## src/rtl/uart_pkg.sv

```systemverilog
// uart_pkg: definitions shared by the UART receive path.
//   - FSM state encoding (3-bit IDLE..STOP) and the enum built on it
//   - parity type constants for PAR_TYP
//   - the supported oversampling ratios for Prescale
package uart_pkg;

  localparam logic [2:0] IDLE   = 3'd0;
  localparam logic [2:0] START  = 3'd1;
  localparam logic [2:0] DATA   = 3'd2;
  localparam logic [2:0] PARITY = 3'd3;
  localparam logic [2:0] STOP   = 3'd4;

  typedef enum logic [2:0] {
    ST_IDLE   = IDLE,
    ST_START  = START,
    ST_DATA   = DATA,
    ST_PARITY = PARITY,
    ST_STOP   = STOP
  } rx_state_e;

  localparam logic PAR_EVEN = 1'b0;
  localparam logic PAR_ODD  = 1'b1;

  localparam int PRESC_8  = 8;
  localparam int PRESC_16 = 16;
  localparam int PRESC_32 = 32;

endpackage

```

## src/rtl/uart_rx_deserializer_if.sv

```systemverilog
// uart_rx_deserializer_if: serial input, frame configuration and received-word
// outputs of the UART receiver, bundled as one interface.
//   master : line/config driver side (drives RX_IN, Prescale, PAR_EN, PAR_TYP)
//   slave  : receiver side (drives P_DATA, data_valid, par_err, stp_err)
interface uart_rx_deserializer_if #(
  parameter int DATA_WIDTH     = 8,
  parameter int PRESCALE_WIDTH = 6
);
  logic                      RX_IN;
  logic [PRESCALE_WIDTH-1:0] Prescale;
  logic                      PAR_EN;
  logic                      PAR_TYP;
  logic [DATA_WIDTH-1:0]     P_DATA;
  logic                      data_valid;
  logic                      par_err;
  logic                      stp_err;

  modport master (
    output RX_IN, Prescale, PAR_EN, PAR_TYP,
    input  P_DATA, data_valid, par_err, stp_err
  );

  modport slave (
    input  RX_IN, Prescale, PAR_EN, PAR_TYP,
    output P_DATA, data_valid, par_err, stp_err
  );
endinterface

```

## src/rtl/uart_rx_sampler.sv

```systemverilog
// uart_rx_sampler: front end of the UART receiver.
//   Synchronizes RX_IN into rx_s, runs the per-bit oversampling counter and
//   produces the bit decision.
// Ports:
//   clk, rst_n   clock / async active-low reset
//   rx_in        raw asynchronous serial line
//   prescale     oversampling ratio
//   active       FSM is not idle (enables strobes and counting)
//   cnt_clr      FSM returns to idle next cycle; restart the counter
//   rx_s         synchronized line
//   sampled_bit  bit value valid while decision is high
//   decision     one-cycle strobe at the decision point of a bit
//   bit_end      one-cycle strobe on the last oversampling tick of a bit
// Build option: UART_RX_MAJORITY_VOTE_EN selects 2-of-3 voting over the
// ticks Prescale/2-1, Prescale/2, Prescale/2+1 (decision at Prescale/2+1);
// otherwise a single sample is taken at Prescale/2.
module uart_rx_sampler #(
  parameter int PRESCALE_WIDTH = 6
) (
  input  logic                      clk,
  input  logic                      rst_n,
  input  logic                      rx_in,
  input  logic [PRESCALE_WIDTH-1:0] prescale,
  input  logic                      active,
  input  logic                      cnt_clr,
  output logic                      rx_s,
  output logic                      sampled_bit,
  output logic                      decision,
  output logic                      bit_end
);

  logic                      rx_meta;
  logic [PRESCALE_WIDTH-1:0] edge_cnt;
  logic [PRESCALE_WIDTH-1:0] presc_m1;
  logic [PRESCALE_WIDTH-1:0] half;

  assign presc_m1 = prescale - 1'b1;
  assign half     = prescale >> 1;

  // Two-flop synchronizer; line idles high, so reset to 1.
  always_ff @(posedge clk or negedge rst_n) begin
    if (!rst_n) begin
      rx_meta <= 1'b1;
      rx_s    <= 1'b1;
    end else begin
      rx_meta <= rx_in;
      rx_s    <= rx_meta;
    end
  end

  assign bit_end = active && (edge_cnt == presc_m1);

  // Wraps at Prescale-1; any ratio (even unsupported ones) reaches the wrap
  // point, so bit_end always fires eventually.
  always_ff @(posedge clk or negedge rst_n) begin
    if (!rst_n) begin
      edge_cnt <= '0;
    end else if (!active || cnt_clr || bit_end) begin
      edge_cnt <= '0;
    end else begin
      edge_cnt <= edge_cnt + 1'b1;
    end
  end

`ifdef UART_RX_MAJORITY_VOTE_EN
  logic s_early;
  logic s_mid;

  function automatic logic maj3(input logic a, input logic b, input logic c);
    return (a & b) | (a & c) | (b & c);
  endfunction

  always_ff @(posedge clk or negedge rst_n) begin
    if (!rst_n) begin
      s_early <= 1'b1;
      s_mid   <= 1'b1;
    end else begin
      if (active && (edge_cnt == half - 1'b1)) s_early <= rx_s;
      if (active && (edge_cnt == half))        s_mid   <= rx_s;
    end
  end

  // Third vote is the live synchronized line at the decision tick.
  assign sampled_bit = maj3(s_early, s_mid, rx_s);
  assign decision    = active && (edge_cnt == half + 1'b1);
`else
  assign sampled_bit = rx_s;
  assign decision    = active && (edge_cnt == half);
`endif

endmodule

```

## src/rtl/uart_rx_deserializer.sv

```systemverilog
// uart_rx_deserializer: UART receive path. Oversamples RX_IN at Prescale x
// baud, checks start/parity/stop bits and rebuilds the LSB-first data word.
// Ports:
//   clk     oversampling clock
//   rst_n   async active-low reset
//   rx_if   slave modport of uart_rx_deserializer_if:
//             in : RX_IN, Prescale, PAR_EN, PAR_TYP
//             out: P_DATA (last good word), data_valid / par_err / stp_err
//                  (one-cycle pulses)
// Build option: UART_RX_MAJORITY_VOTE_EN (see uart_rx_sampler) moves the
// decision point to Prescale/2+1 with 2-of-3 voting.
module uart_rx_deserializer
  import uart_pkg::*;
#(
  parameter int DATA_WIDTH     = 8,
  parameter int PRESCALE_WIDTH = 6
) (
  input logic                   clk,
  input logic                   rst_n,
  uart_rx_deserializer_if.slave rx_if
);

  localparam int BCW = (DATA_WIDTH > 1) ? $clog2(DATA_WIDTH) : 1;
  localparam logic [BCW-1:0] BIT_LAST = BCW'(DATA_WIDTH - 1);

  rx_state_e             state;
  rx_state_e             state_nxt;
  logic [BCW-1:0]        bit_cnt;
  logic [DATA_WIDTH-1:0] shift_reg;
  logic [DATA_WIDTH-1:0] p_data;
  logic                  frame_err;
  logic                  data_valid_r;
  logic                  par_err_r;
  logic                  stp_err_r;

  logic                  dv_nxt;
  logic                  pe_nxt;
  logic                  se_nxt;
  logic                  load;
  logic                  exp_par;

  logic                  rx_s;
  logic                  sampled_bit;
  logic                  decision;
  logic                  bit_end;
  logic                  active;
  logic                  cnt_clr;

  assign active  = (state != ST_IDLE);
  assign cnt_clr = (state_nxt == ST_IDLE);
  assign exp_par = (^shift_reg) ^ rx_if.PAR_TYP;

  uart_rx_sampler #(
    .PRESCALE_WIDTH (PRESCALE_WIDTH)
  ) u_sampler (
    .clk         (clk),
    .rst_n       (rst_n),
    .rx_in       (rx_if.RX_IN),
    .prescale    (rx_if.Prescale),
    .active      (active),
    .cnt_clr     (cnt_clr),
    .rx_s        (rx_s),
    .sampled_bit (sampled_bit),
    .decision    (decision),
    .bit_end     (bit_end)
  );

  always_ff @(posedge clk or negedge rst_n) begin
    if (!rst_n) begin
      state <= ST_IDLE;
    end else begin
      state <= state_nxt;
    end
  end

  always_comb begin
    state_nxt = state;
    dv_nxt    = 1'b0;
    pe_nxt    = 1'b0;
    se_nxt    = 1'b0;
    load      = 1'b0;
    case (state)
      ST_IDLE: begin
        if (!rx_s) state_nxt = ST_START;
      end
      ST_START: begin
        // A start bit that reads high mid-bit was only a glitch.
        if (decision && sampled_bit) begin
          state_nxt = ST_IDLE;
        end else if (bit_end) begin
          state_nxt = ST_DATA;
        end
      end
      ST_DATA: begin
        if (bit_end && (bit_cnt == BIT_LAST)) begin
          state_nxt = rx_if.PAR_EN ? ST_PARITY : ST_STOP;
        end
      end
      ST_PARITY: begin
        if (decision && (sampled_bit != exp_par)) pe_nxt = 1'b1;
        if (bit_end) state_nxt = ST_STOP;
      end
      ST_STOP: begin
        // Leave at mid-stop so a back-to-back start edge is not missed.
        if (decision) begin
          state_nxt = ST_IDLE;
          if (!sampled_bit) begin
            se_nxt = 1'b1;
          end else if (!frame_err) begin
            dv_nxt = 1'b1;
            load   = 1'b1;
          end
        end else if (bit_end) begin
          // Only reachable for ratios whose decision tick never occurs.
          state_nxt = ST_IDLE;
        end
      end
      default: state_nxt = ST_IDLE;
    endcase
  end

  always_ff @(posedge clk or negedge rst_n) begin
    if (!rst_n) begin
      bit_cnt <= '0;
    end else if (state != ST_DATA) begin
      bit_cnt <= '0;
    end else if (bit_end) begin
      bit_cnt <= bit_cnt + 1'b1;
    end
  end

  always_ff @(posedge clk or negedge rst_n) begin
    if (!rst_n) begin
      shift_reg <= '0;
    end else if ((state == ST_DATA) && decision) begin
      shift_reg[bit_cnt] <= sampled_bit;
    end
  end

  // Parity failure is remembered until the frame ends so STOP can suppress
  // data_valid.
  always_ff @(posedge clk or negedge rst_n) begin
    if (!rst_n) begin
      frame_err <= 1'b0;
    end else if (state == ST_IDLE) begin
      frame_err <= 1'b0;
    end else if (pe_nxt) begin
      frame_err <= 1'b1;
    end
  end

  always_ff @(posedge clk or negedge rst_n) begin
    if (!rst_n) begin
      p_data       <= '0;
      data_valid_r <= 1'b0;
      par_err_r    <= 1'b0;
      stp_err_r    <= 1'b0;
    end else begin
      if (load) p_data <= shift_reg;
      data_valid_r <= dv_nxt;
      par_err_r    <= pe_nxt;
      stp_err_r    <= se_nxt;
    end
  end

  assign rx_if.P_DATA     = p_data;
  assign rx_if.data_valid = data_valid_r;
  assign rx_if.par_err    = par_err_r;
  assign rx_if.stp_err    = stp_err_r;

endmodule
```

## src/flat_wrapper.sv

```systemverilog
// flat-port wrapper written by rule: the top's interface ports become plain ports
module uart_rx_deserializer_flat import uart_pkg::*;
#(
  parameter int DATA_WIDTH     = 8,
  parameter int PRESCALE_WIDTH = 6
)
  (clk, rst_n, rx_if_RX_IN, rx_if_Prescale, rx_if_PAR_EN, rx_if_PAR_TYP, rx_if_P_DATA, rx_if_data_valid, rx_if_par_err, rx_if_stp_err);
  uart_rx_deserializer_if #(.DATA_WIDTH(DATA_WIDTH), .PRESCALE_WIDTH(PRESCALE_WIDTH)) rx_if_i ();
  input logic clk;
  input logic rst_n;
  input wire logic [$bits(rx_if_i.RX_IN)-1:0] rx_if_RX_IN;
  input wire logic [$bits(rx_if_i.Prescale)-1:0] rx_if_Prescale;
  input wire logic [$bits(rx_if_i.PAR_EN)-1:0] rx_if_PAR_EN;
  input wire logic [$bits(rx_if_i.PAR_TYP)-1:0] rx_if_PAR_TYP;
  output wire logic [$bits(rx_if_i.P_DATA)-1:0] rx_if_P_DATA;
  output wire logic [$bits(rx_if_i.data_valid)-1:0] rx_if_data_valid;
  output wire logic [$bits(rx_if_i.par_err)-1:0] rx_if_par_err;
  output wire logic [$bits(rx_if_i.stp_err)-1:0] rx_if_stp_err;
  assign rx_if_i.RX_IN = rx_if_RX_IN;
  assign rx_if_i.Prescale = rx_if_Prescale;
  assign rx_if_i.PAR_EN = rx_if_PAR_EN;
  assign rx_if_i.PAR_TYP = rx_if_PAR_TYP;
  assign rx_if_P_DATA = rx_if_i.P_DATA;
  assign rx_if_data_valid = rx_if_i.data_valid;
  assign rx_if_par_err = rx_if_i.par_err;
  assign rx_if_stp_err = rx_if_i.stp_err;
  uart_rx_deserializer #(.DATA_WIDTH(DATA_WIDTH), .PRESCALE_WIDTH(PRESCALE_WIDTH)) u_core (.clk(clk), .rst_n(rst_n), .rx_if(rx_if_i));
endmodule
```

## config.mk

```make
export PLATFORM = sky130hd
export DESIGN_NAME = uart_rx_deserializer_flat
export DESIGN_NICKNAME = d
export VERILOG_FILES = /design/src/rtl/uart_pkg.sv /design/src/rtl/uart_rx_deserializer_if.sv /design/src/rtl/uart_rx_sampler.sv /design/src/rtl/uart_rx_deserializer.sv /design/src/flat_wrapper.sv
export SDC_FILE = /design/constraint.sdc
export NUM_CORES = 1
export LEC_CHECK = 0
export ABC_AREA = 0
export BUFFER_PORTS_ARGS = -buffer_cell sky130_fd_sc_hd__buf_4
export CORE_MARGIN = 2
export CORE_UTILIZATION = 34
export DETAILED_ROUTE_END_ITERATION = 10
export PLACE_DENSITY_LB_ADDON = 0.2
export SLEW_MARGIN = 20
export SYNTH_ARGS = -nofsm -noshare
export SYNTH_HDL_FRONTEND = slang
export SYNTH_HIERARCHICAL = 1
export SYNTH_SLANG_ARGS = --single-unit
```

## constraint.sdc

```tcl
create_clock -name clk -period 2.5 [get_ports clk]
set_clock_uncertainty 0.05 [all_clocks]
set_input_delay 0.5 -clock clk [delete_from_list [all_inputs] [get_ports clk]]
set_output_delay 0.5 -clock clk [all_outputs]
set_load 0.05 [all_outputs]
```

**Word-level counts from Yosys, hierarchy flattened**

Cells that the tools add are included.

- $add $sub $neg: 3
- Multipliers: 0
- Div/mod/pow operators: 0
- Magnitude comparators: 2
- Equal/unequal tests: 9
- Shifts and indexed selects: 0
- Muxes and demuxes: 26
- Bitwise logic cells: 1
- Reductions and logical operators: 16

Operators with widths:

| cell | number |
|---|---|
| 2-to-1 mux 3 bit | 10 |
| one-hot mux 3 bit (5 select lines) | 1 |
| 2-to-1 mux 1 bit | 12 |
| bitwise mux 8 bit | 1 |
| XOR reduction 8 bit | 1 |
| logical AND 1 bit | 7 |
| adder 6 x 1 -> 6 bit, second input constant | 1 |
| == test 3 x 2 -> 1 bit, second input constant | 2 |
| == test 3 bit, second input constant | 2 |
| == test 6 x 5 -> 1 bit | 1 |
| == test 6 bit | 1 |
| zero test 3 bit | 2 |
| 2-to-1 mux 6 bit | 1 |
| subtractor 6 x 1 -> 6 bit, second input constant | 1 |
| less-than comparator 3 x 4 -> 1 bit, second input constant | 1 |
| nonzero test 2 bit | 2 |
| adder 3 x 1 -> 3 bit, second input constant | 1 |
| demux 1 bit (select 3 bit) | 1 |
| == test 3 x 1 -> 1 bit, second input constant | 1 |
| >= comparator 3 x 1 -> 1 bit, second input constant | 1 |
| != test 3 x 2 -> 1 bit, second input constant | 1 |
| nonzero test 3 bit | 1 |
| logical OR 1 bit | 2 |
| zero test 1 bit | 1 |
| other kinds (2) | 2 |

- Flip-flop bits (word level): 34
- Latch bits: 0
- Memory bits (writable): 0
- ROM bits: 0
- Input port bits: 11
- Output and inout bits: 11
- Logic and storage cells: 68
- Memories kept: 0

**Longest topological paths before layout**

Gate-level depths: netlist of run 1.

- Word-level depth: 10
- Gate-level depth with buffers: 14
- Gate-level depth less buffers: 13

**By module**

Netlist of run 1, hierarchy kept.

By module, submodules not included:

| module | times used | cells each | area an instance (µm²) | sequential area each (µm²) |
|---|---|---|---|---|
| uart_rx_deserializer | 1 | 103 | 1244.9 | 650.6 |
| uart_rx_sampler | 1 | 59 | 590.6 | 202.7 |

**Worst setup path after synthesis of run 1**

Ideal clock, no wire load.

- Path kind: input to register
- Start point: input port rx_if_Prescale[1]
- End point: register u_core.u_sampler.edge_cnt[0]
- Library setup time: 0.147 ns
- Arrival: 2.645 ns
- Required time: 2.303 ns
- Setup slack: -0.342 ns
- Stages on the path: 13
- Cells stage by stage: inv_1 -> ha_1 -> xor2_1 -> nand3_1 -> nor4_4 -> and2_1 -> clkbuf_1 -> nor2_1 -> o211ai_1 -> o221ai_1 -> nor3_1 -> nand2b_1 -> a211oi_1

- Word-level cells in the longest chain between the ends: 10

Ends and longest elaborated chain:

| element | RTL line | source |
|---|---|---|
| start, declared | flat_wrapper.sv:12 | `input wire logic [$bits(rx_if_i.Prescale)-1:0] rx_if_Prescale;` |
| subtractor 6 x 1 -> 6 bit (*) | uart_rx_sampler.sv:37 | `assign presc_m1 = prescale - 1'b1;` |
| == test 6 bit (*) | uart_rx_sampler.sv:51 | `assign bit_end = active && (edge_cnt == presc_m1);` |
| logical AND 1 bit (*) | uart_rx_sampler.sv:51 |  |
| named net u_core.bit_end | uart_rx_deserializer.sv:45 | `logic bit_end;` |
| 2-to-1 mux 3 bit (tied with other cells) | uart_rx_deserializer.sv:113 | `end else if (bit_end) begin` |
| 2-to-1 mux 3 bit, on equally long branches | uart_rx_deserializer.sv:105, uart_rx_deserializer.sv:88, uart_rx_deserializer.sv:95 |  |
| one-hot mux 3 bit (5 select lines) (*) | uart_rx_deserializer.sv:82 | `case (state)` |
| named net u_core.state_nxt[0] | uart_rx_deserializer.sv:27 | `rx_state_e state_nxt;` |
| zero test 3 bit (*) | uart_rx_deserializer.sv:50 | `assign cnt_clr = (state_nxt == ST_IDLE);` |
| named net u_core.cnt_clr | uart_rx_deserializer.sv:47 | `logic cnt_clr;` |
| logical OR 1 bit (*) (2 in a row) | uart_rx_sampler.sv:58 | `end else if (!active \|\| cnt_clr \|\| bit_end) begin` |
| 2-to-1 mux 6 bit (*) | uart_rx_sampler.sv:58 |  |
| end signal, assigned | uart_rx_sampler.sv:61 | `edge_cnt <= edge_cnt + 1'b1;` |
| end, declared | uart_rx_sampler.sv:33 | `logic [PRESCALE_WIDTH-1:0] edge_cnt;` |

The timed path passes the listed nets; every way through them passes the cells marked *.
A chain may end at the register's enable or synchronous reset.

**Worst setup path in the final report of run 1**

Ends and elaborated chain as after synthesis.

==> metrics.csv, run 1 <==
stage,metric,value,unit
run_status,status,finished clean,
cts,"Reg clk slew, reported paths",0.07,ns
synthesis,ys async rst share,100,%
synthesis,Post-synth EDFFs,0,
synthesis,warnings from Yosys,6,
placed_design,port buffer count,21,
critical_path,WP data required,2.64,ns
power_and_ir_drop,clock network power share,22.7,%
timing,hold_ws,0.104,ns
route,DRC Markers,0,
synthesis,"Avg Cell Area, Syn",11.3,um^2
placed_design,Placer Congestion,0.831,
power_and_ir_drop,Comb pwr share,33.6,%
cells_and_area,design area,2310,um^2
route,DR vias,1297,
timing,Final Worst Setup Slack,0.143,ns
power_and_ir_drop,Psw,596,uW
placed_design,Placed Instances,263,
critical_path,FF-to-FF setup slack,0.14,ns
placed_design,dpl cell area,2210,um^2
critical_path,reg-to-reg startpoint,u_core/state[1]$_DFF_PN0_,
floorplanning,IO Pins,22,
critical_path,WS Path Type,in -> reg,
synthesis,post-synthesis sequential area ratio,46.5,%
timing,FMAX,424,MHz
cells_and_area,most frequent cells in the layout,"39 x buf_4, 32 x dfrtp_1, 16 x mux2_2",
cts,Sink Count,34,
critical_path,CP dominant cell by count,buf_4,
synthesis,synthesized instance count,162,
cells_and_area,layout cell share with drive strength beyond 1,40.8,%
floorplanning,chip width,77.5,um
floorplanning,die area,6000,um^2
power_and_ir_drop,internal power,1120,uW
critical_path,nature of the critical path startpoint,primary input,
power_and_ir_drop,Flop pwr share,43.7,%
cts,worst skew pair latency,0.28,ns
power_and_ir_drop,pwr dens,743,nW/um^2
power_and_ir_drop,static leakage,0.00105,uW
timing,period utilization,94.3,%
floorplanning,Starting Density,35.5,%
critical_path,crit path from,rx_if_Prescale[1],
timing,Tmin final,2.36,ns
cells_and_area,fill count,494,
placed_design,pre-CTS setup slack,-0.234,ns
cells_and_area,"Area growth, synth to finish",25.9,%
cells_and_area,non-filler instance count after layout,271,
critical_path,crit-path cells,"buf_4, inv_2, ha_4, nor3b_2, xnor2_1, nor4_4, and2_4, buf_4, or2b_1, a31oi_1, nor3_1, nand2b_4, a211oi_1",
cts,clock tree buffer depth,2,
global_route,total congestion overflow,0,
critical_path,max incr delay on CP,0.22,ns
critical_path,CP max FO,5,
global_route,vias in the first global route,1403,
synthesis,"top cells by area, synth","dfrtp_1 44%, mux2_2 9.8%, xnor2_1 7.6%",
cells_and_area,flip-flop and latch area,853,um^2
synthesis,Synth Cell Area,1840,um^2
cts,H-tree depth,2,
timing,final hold vios,0,
timing,RSZ-0062 raised after global routing,false,
global_route,initial antenna violation count,0,
critical_path,worst path arrival time,2.50,ns
timing,slew margin rel.,71.4,%
cells_and_area,ant diodes,0,
min_path,HP Class,in -> async,
cts,CTS tree,yes,
synthesis,Synth area leader,dfrtp_1,
route,DRT Wirelength,3650,um
cells_and_area,"commonest non-fill, non-tap cell in the layout",buf_4,
global_route,All-Layer GR Usage,13.7,%
route,"antenna viol nets, final",0,
cells_and_area,final core occ,44.7,%
critical_path,crit-path leading delay family,simple AND/OR/NAND/NOR gates,
synthesis,synth unique cells,39,
floorplanning,die height,77.5,um
power_and_ir_drop,Peak VDD IR,0.292,mV
route,Via-to-Cell Ratio,4.79,
job,max_cap viols,0,
timing,Slew Limit Fails,0,
critical_path,worst path bufs/invs,3,
route,WL/cell,13.5,um
cells_and_area,"Net count, final",215,
cts,Clock Tree Root,clkbuf_8,
power_and_ir_drop,Switching Share,34.7,%
synthesis,"Primary FF master, synth",dfrtp_1,
floorplanning,Placeable Area,5170,um^2
floorplanning,Core Rows,26,
global_route,wire length of the first global-routing pass,6510,um
placed_design,HPWL after DPL,2790,um
route,drt first pass iters,4,
synthesis,post-synth top area share,43.6,%
global_route,largest net degree at the start of global routing,35,
timing,final setup vio count,0,
cells_and_area,multi-input combinational cell area,968,um^2
route,Initial DRC Count,55,
synthesis,Seq cells post-synth,34,
critical_path,crit end category,register,
cts,total CTS buffers,5,
synthesis,Syn Nets,177,
critical_path,CP max stage cell,or2b_1,
timing,actual slew at the worst max-slew pin,0.429,ns
-- cell type report --
cell class	count	area share [%]
repair buffers	39	12.7
well taps	70	3.79
clock inverters	2	0.596
clock buffers	6	3.14
inverters	6	0.975
multi-input cells	114	41.9
flip-flops and latches	34	36.9
-- logic make-up after synthesis --
family | count (synthesis) | synth area share (%)
and+or+nand+nor | 54 | 18.0
DFF | 34 | 46.5
xor gates and xnor gates | 25 | 13.1
muxes | 18 | 10.9
buffers and inverters | 14 | 3.75
AOI/OAI and AO/OA | 13 | 5.04
adders and majority gates | 4 | 2.73
-- synthesized netlist by cell type, drive strengths merged, types with 2 or more instances --
| master | n |
|---|---|
| nand3b | 2 |
| or3b | 2 |
| nor2b | 3 |
| mux2i | 2 |
| nand2b | 2 |
| mux2 | 16 |
| nor2 | 10 |
| xnor2 | 17 |
| o221ai | 2 |
| a211oi | 5 |
| nor3 | 6 |
| a21oi | 2 |
| inv | 6 |
| dfrtp | 32 |
| nand3 | 6 |
| nor3b | 3 |
| ha | 4 |
| nand2 | 11 |
| buf | 4 |
| nand4b | 3 |
| nor4 | 3 |
| clkbuf | 4 |
| xor2 | 7 |
| dfstp | 2 |
-- stage by stage --
stage          setup TNS, ns  power (uW)
2_1_floorplan         -0.384        1160
3_3_place_gp           -1.07        1310
3_5_place_dp           -1.87        1320
4_1_cts                    0        1730
5_1_grt                    0        1840
6_report                   0        1720
-- power groups by stage --
stage                     clock [uW]  sequential (uW)  combinational, uW
after detailed placement           0              761                562
final                            390              749                577
after floorplan                    0              710                448
after global placement             0              758                547
after global routing             443              765                637
after CTS                        409              751                566
-- worst reg2reg max path, delay by kind of cell (launching register included) --
kind / cells / cell delay, ns
and+or+nand+nor: 6 / 1.14
DFF: 1 / 0.46
muxes: 1 / 0.35
buffers and inverters: 2 / 0.25
-- path summary, 6_finish.rpt --
check / cells past startpoint / endpoint
max reg2reg: 9 / u_core/shift_reg[4]$_DFFE_PN0P_
min: 1 / u_core/state[2]$_DFF_PN0_
min reg2reg: 0 / u_core/u_sampler/rx_s$_DFF_PN1_
max: 13 / u_core/u_sampler/edge_cnt[0]$_DFF_PN0_
max in group asynchronous: 1 / u_core/u_sampler/rx_meta$_DFF_PN1_
min in group clk: 1 / u_core/u_sampler/rx_meta$_DFF_PN1_
-- timing repair --
action / in CTS / in global routing
resized for setup: 0 / 3
hold buffers: 0 / 0
endpoints found under the setup margin: 0 / 13
endpoints found under the hold margin: 0 / 0
buffers inserted: 0 / 0
-- metal layers --
layer | vias to the layer above | track usage, % | routed length, um
li1 | 639 | - | -
met1 | 627 | 17.0 | 1590
met5 | - | 0 | 0
met3 | 4 | 3.37 | 135
met4 | 0 | 3.75 | 35
met2 | 27 | 23.7 | 1880
Power figures use the tool's default switching activity.
==> run 2: changes to the inputs <==
Settings changed: CELL_PAD_IN_SITES_DETAIL_PLACEMENT set to 1, CELL_PAD_IN_SITES_GLOBAL_PLACEMENT set to 2, TNS_END_PERCENT set to 20.
==> metrics.csv, run 2 (synthesis gave the netlist of run 1 again) <==
stage,metric,value,unit,change
floorplanning,die height,77.5,um,unchanged
timing,Tmin final,2.36,ns,about the same
cts,clock tree buffer depth,2,,unchanged
cells_and_area,layout cell share with drive strength beyond 1,43.6,%,was 40.8%
cts,cts hold-fix bufs,0,,unchanged
timing,slew margin rel.,71.6,%,was 71.4%
critical_path,WP depth,9,,was 13
placed_design,port buffer count,21,,unchanged
floorplanning,Starting Density,35.5,%,unchanged
global_route,largest net degree at the start of global routing,35,,unchanged
critical_path,WP data required,2.63,ns,was 2.64 ns
timing,final setup vio count,0,,unchanged
floorplanning,Placeable Area,5170,um^2,unchanged
cells_and_area,"Area growth, synth to finish",27.5,%,was 25.9%
power_and_ir_drop,Peak VDD IR,0.358,mV,was 0.292 mV
power_and_ir_drop,Comb pwr share,33.9,%,was 33.6%
job,max_cap viols,0,,unchanged
critical_path,max incr delay on CP,0.41,ns,was 0.22 ns
timing,final hold vios,0,,unchanged
power_and_ir_drop,internal power,1150,uW,was 1120 uW
global_route,wire length of the first global-routing pass,6990,um,was 6510 um
critical_path,CP max stage cell,dfrtp_2,,was or2b_1
floorplanning,die area,6000,um^2,unchanged
route,DR vias,1315,,was 1297
critical_path,r2r worst-path depth,9,,unchanged
floorplanning,Core Rows,26,,unchanged
critical_path,crit end category,register,,unchanged
min_path,HP Class,in -> async,,unchanged
timing,FMAX,423,MHz,was 424 MHz
cts,CTS tree,yes,,unchanged
route,Via-to-Cell Ratio,4.83,,was 4.79
power_and_ir_drop,clock network power share,23.5,%,was 22.7%
cts,total CTS buffers,5,,unchanged
route,Initial DRC Count,60,,was 55
cells_and_area,final core occ,45.2,%,was 44.7%
placed_design,dpl cell area,2190,um^2,was 2210 um^2
global_route,All-Layer GR Usage,14.8,%,was 13.7%
route,drt first pass iters,3,,was 4
cells_and_area,design area,2340,um^2,was 2310 um^2
global_route,vias in the first global route,1431,,was 1403
critical_path,worst path bufs/invs,2,,was 3
route,DRT Wirelength,4150,um,was 3650 um
critical_path,WS Path Type,reg -> reg,,was in -> reg
global_route,total congestion overflow,0,,unchanged
route,WL/cell,15.2,um,was 13.5 um
cts,Sink Count,34,,unchanged
cells_and_area,ant diodes,0,,unchanged
placed_design,pre-CTS setup slack,-0.237,ns,was -0.234 ns
timing,Final Worst Setup Slack,0.136,ns,was 0.143 ns
floorplanning,chip width,77.5,um,unchanged
timing,period utilization,94.6,%,was 94.3%
run_status,status,finished clean,,unchanged
cells_and_area,fill count,569,,was 494
cts,H-tree depth,2,,unchanged
power_and_ir_drop,static leakage,0.00105,uW,about the same
timing,hold_ws,0.0941,ns,was 0.104 ns
floorplanning,IO Pins,22,,unchanged
cells_and_area,"commonest non-fill, non-tap cell in the layout",buf_4,,unchanged
power_and_ir_drop,Psw,623,uW,was 596 uW
critical_path,crit-path leading delay family,simple AND/OR/NAND/NOR gates,,unchanged
cells_and_area,flip-flop and latch area,857,um^2,was 853 um^2
power_and_ir_drop,Flop pwr share,42.5,%,was 43.7%
route,DRC Markers,0,,unchanged
power_and_ir_drop,pwr dens,759,nW/um^2,was 743 nW/um^2
critical_path,CP max FO,7,,was 5
route,"antenna viol nets, final",0,,unchanged
critical_path,nature of the critical path startpoint,register,,was primary input
critical_path,worst path arrival time,2.49,ns,was 2.50 ns
placed_design,Placer Congestion,0.794,,was 0.831
cts,worst skew pair latency,0.29,ns,was 0.28 ns
cells_and_area,most frequent cells in the layout,"40 x buf_4, 29 x dfrtp_1, 16 x mux2_2",,"was 39 x buf_4, 32 x dfrtp_1, 16 x mux2_2"
timing,actual slew at the worst max-slew pin,0.426,ns,was 0.429 ns
placed_design,HPWL after DPL,3130,um,was 2790 um
timing,Total Neg Setup Slack,0,ns,unchanged
cells_and_area,"Net count, final",216,,was 215
cts,Clock Tree Root,clkbuf_8,,unchanged
timing,Slew Limit Fails,0,,unchanged
global_route,initial antenna violation count,0,,unchanged
cts,"Reg clk slew, reported paths",0.07,ns,about the same
cells_and_area,multi-input combinational cell area,977,um^2,was 968 um^2
critical_path,crit-path cells,"nor2_1, nand2_1, nand4b_1, nor4_2, buf_4, inv_1, or3_4, nor3b_2, mux2_2",,"was buf_4, inv_2, ha_4, nor3b_2, xnor2_1, nor4_4, and2_4, buf_4, or2b_1, a31oi_1, nor3_1, nand2b_4, a211oi_1"
power_and_ir_drop,Switching Share,35.1,%,was 34.7%
-- run 2: cell count changes in the layout (fill, tap and decap cells not counted), sizes merged --
cell	before	now
buf	39	40
clkinv	2	1
clkinvlp	0	1
-- run 2: path summary, 6_finish.rpt --
kind	startpoint	endpoint	slack (ns)
worst max-delay path	u_core/state[0]$_DFF_PN0_	u_core/shift_reg[4]$_DFFE_PN0P_	0.14
worst min-delay path	rst_n	u_core/u_sampler/edge_cnt[4]$_DFF_PN0_	0.09
worst max register to register	u_core/state[0]$_DFF_PN0_	u_core/shift_reg[4]$_DFFE_PN0P_	0.14
worst min register to register	u_core/u_sampler/rx_meta$_DFF_PN1_	u_core/u_sampler/rx_s$_DFF_PN1_	0.31
max in group asynchronous	rst_n	u_core/u_sampler/rx_meta$_DFF_PN1_	1.95
min in group clk	rx_if_RX_IN	u_core/u_sampler/rx_meta$_DFF_PN1_	0.28
-- run 2: power by group through the flow --
stage	registers (uW)	clock network (uW)	logic [uW]
6_report	756	418	603
5_1_grt	775	454	671
4_1_cts	753	436	577
3_5_place_dp	760	0	563
3_3_place_gp	759	0	535
2_1_floorplan	710	0	437
-- run 2: layer usage --
metal / GRT usage (%) / share of wire (%) / vias up
li1: - / - / 642
met1: 19.7 / 48 / 652
met2: 23.9 / 48 / 16
met3: 3.37 / 2.7 / 5
met4: 4.82 / 1.2 / 0
met5: 0 / 0 / -
-- run 2: cell type report --
class                      count  share of cell area, %
inverter                       6                  0.963
timing repair buffer          40                   12.8
tap                           70                   3.74
clock buffer                   6                   3.53
sequential                    34                   36.6
clock inverter                 2                  0.535
multi-input combinational    114                   41.8
-- run 2: per-stage QoR --
step                      cells  total power, uW
final                       272             1780
after CTS                   271             1770
after global routing        272             1900
after floorplan             162             1150
after global placement      263             1290
after detailed placement    263             1320
-- run 2: what timing repair did --
item	in CTS	in global routing
setup buffers	0	1
resized for setup	2	9
setup endpoints to repair	3	10
pin swaps	0	1
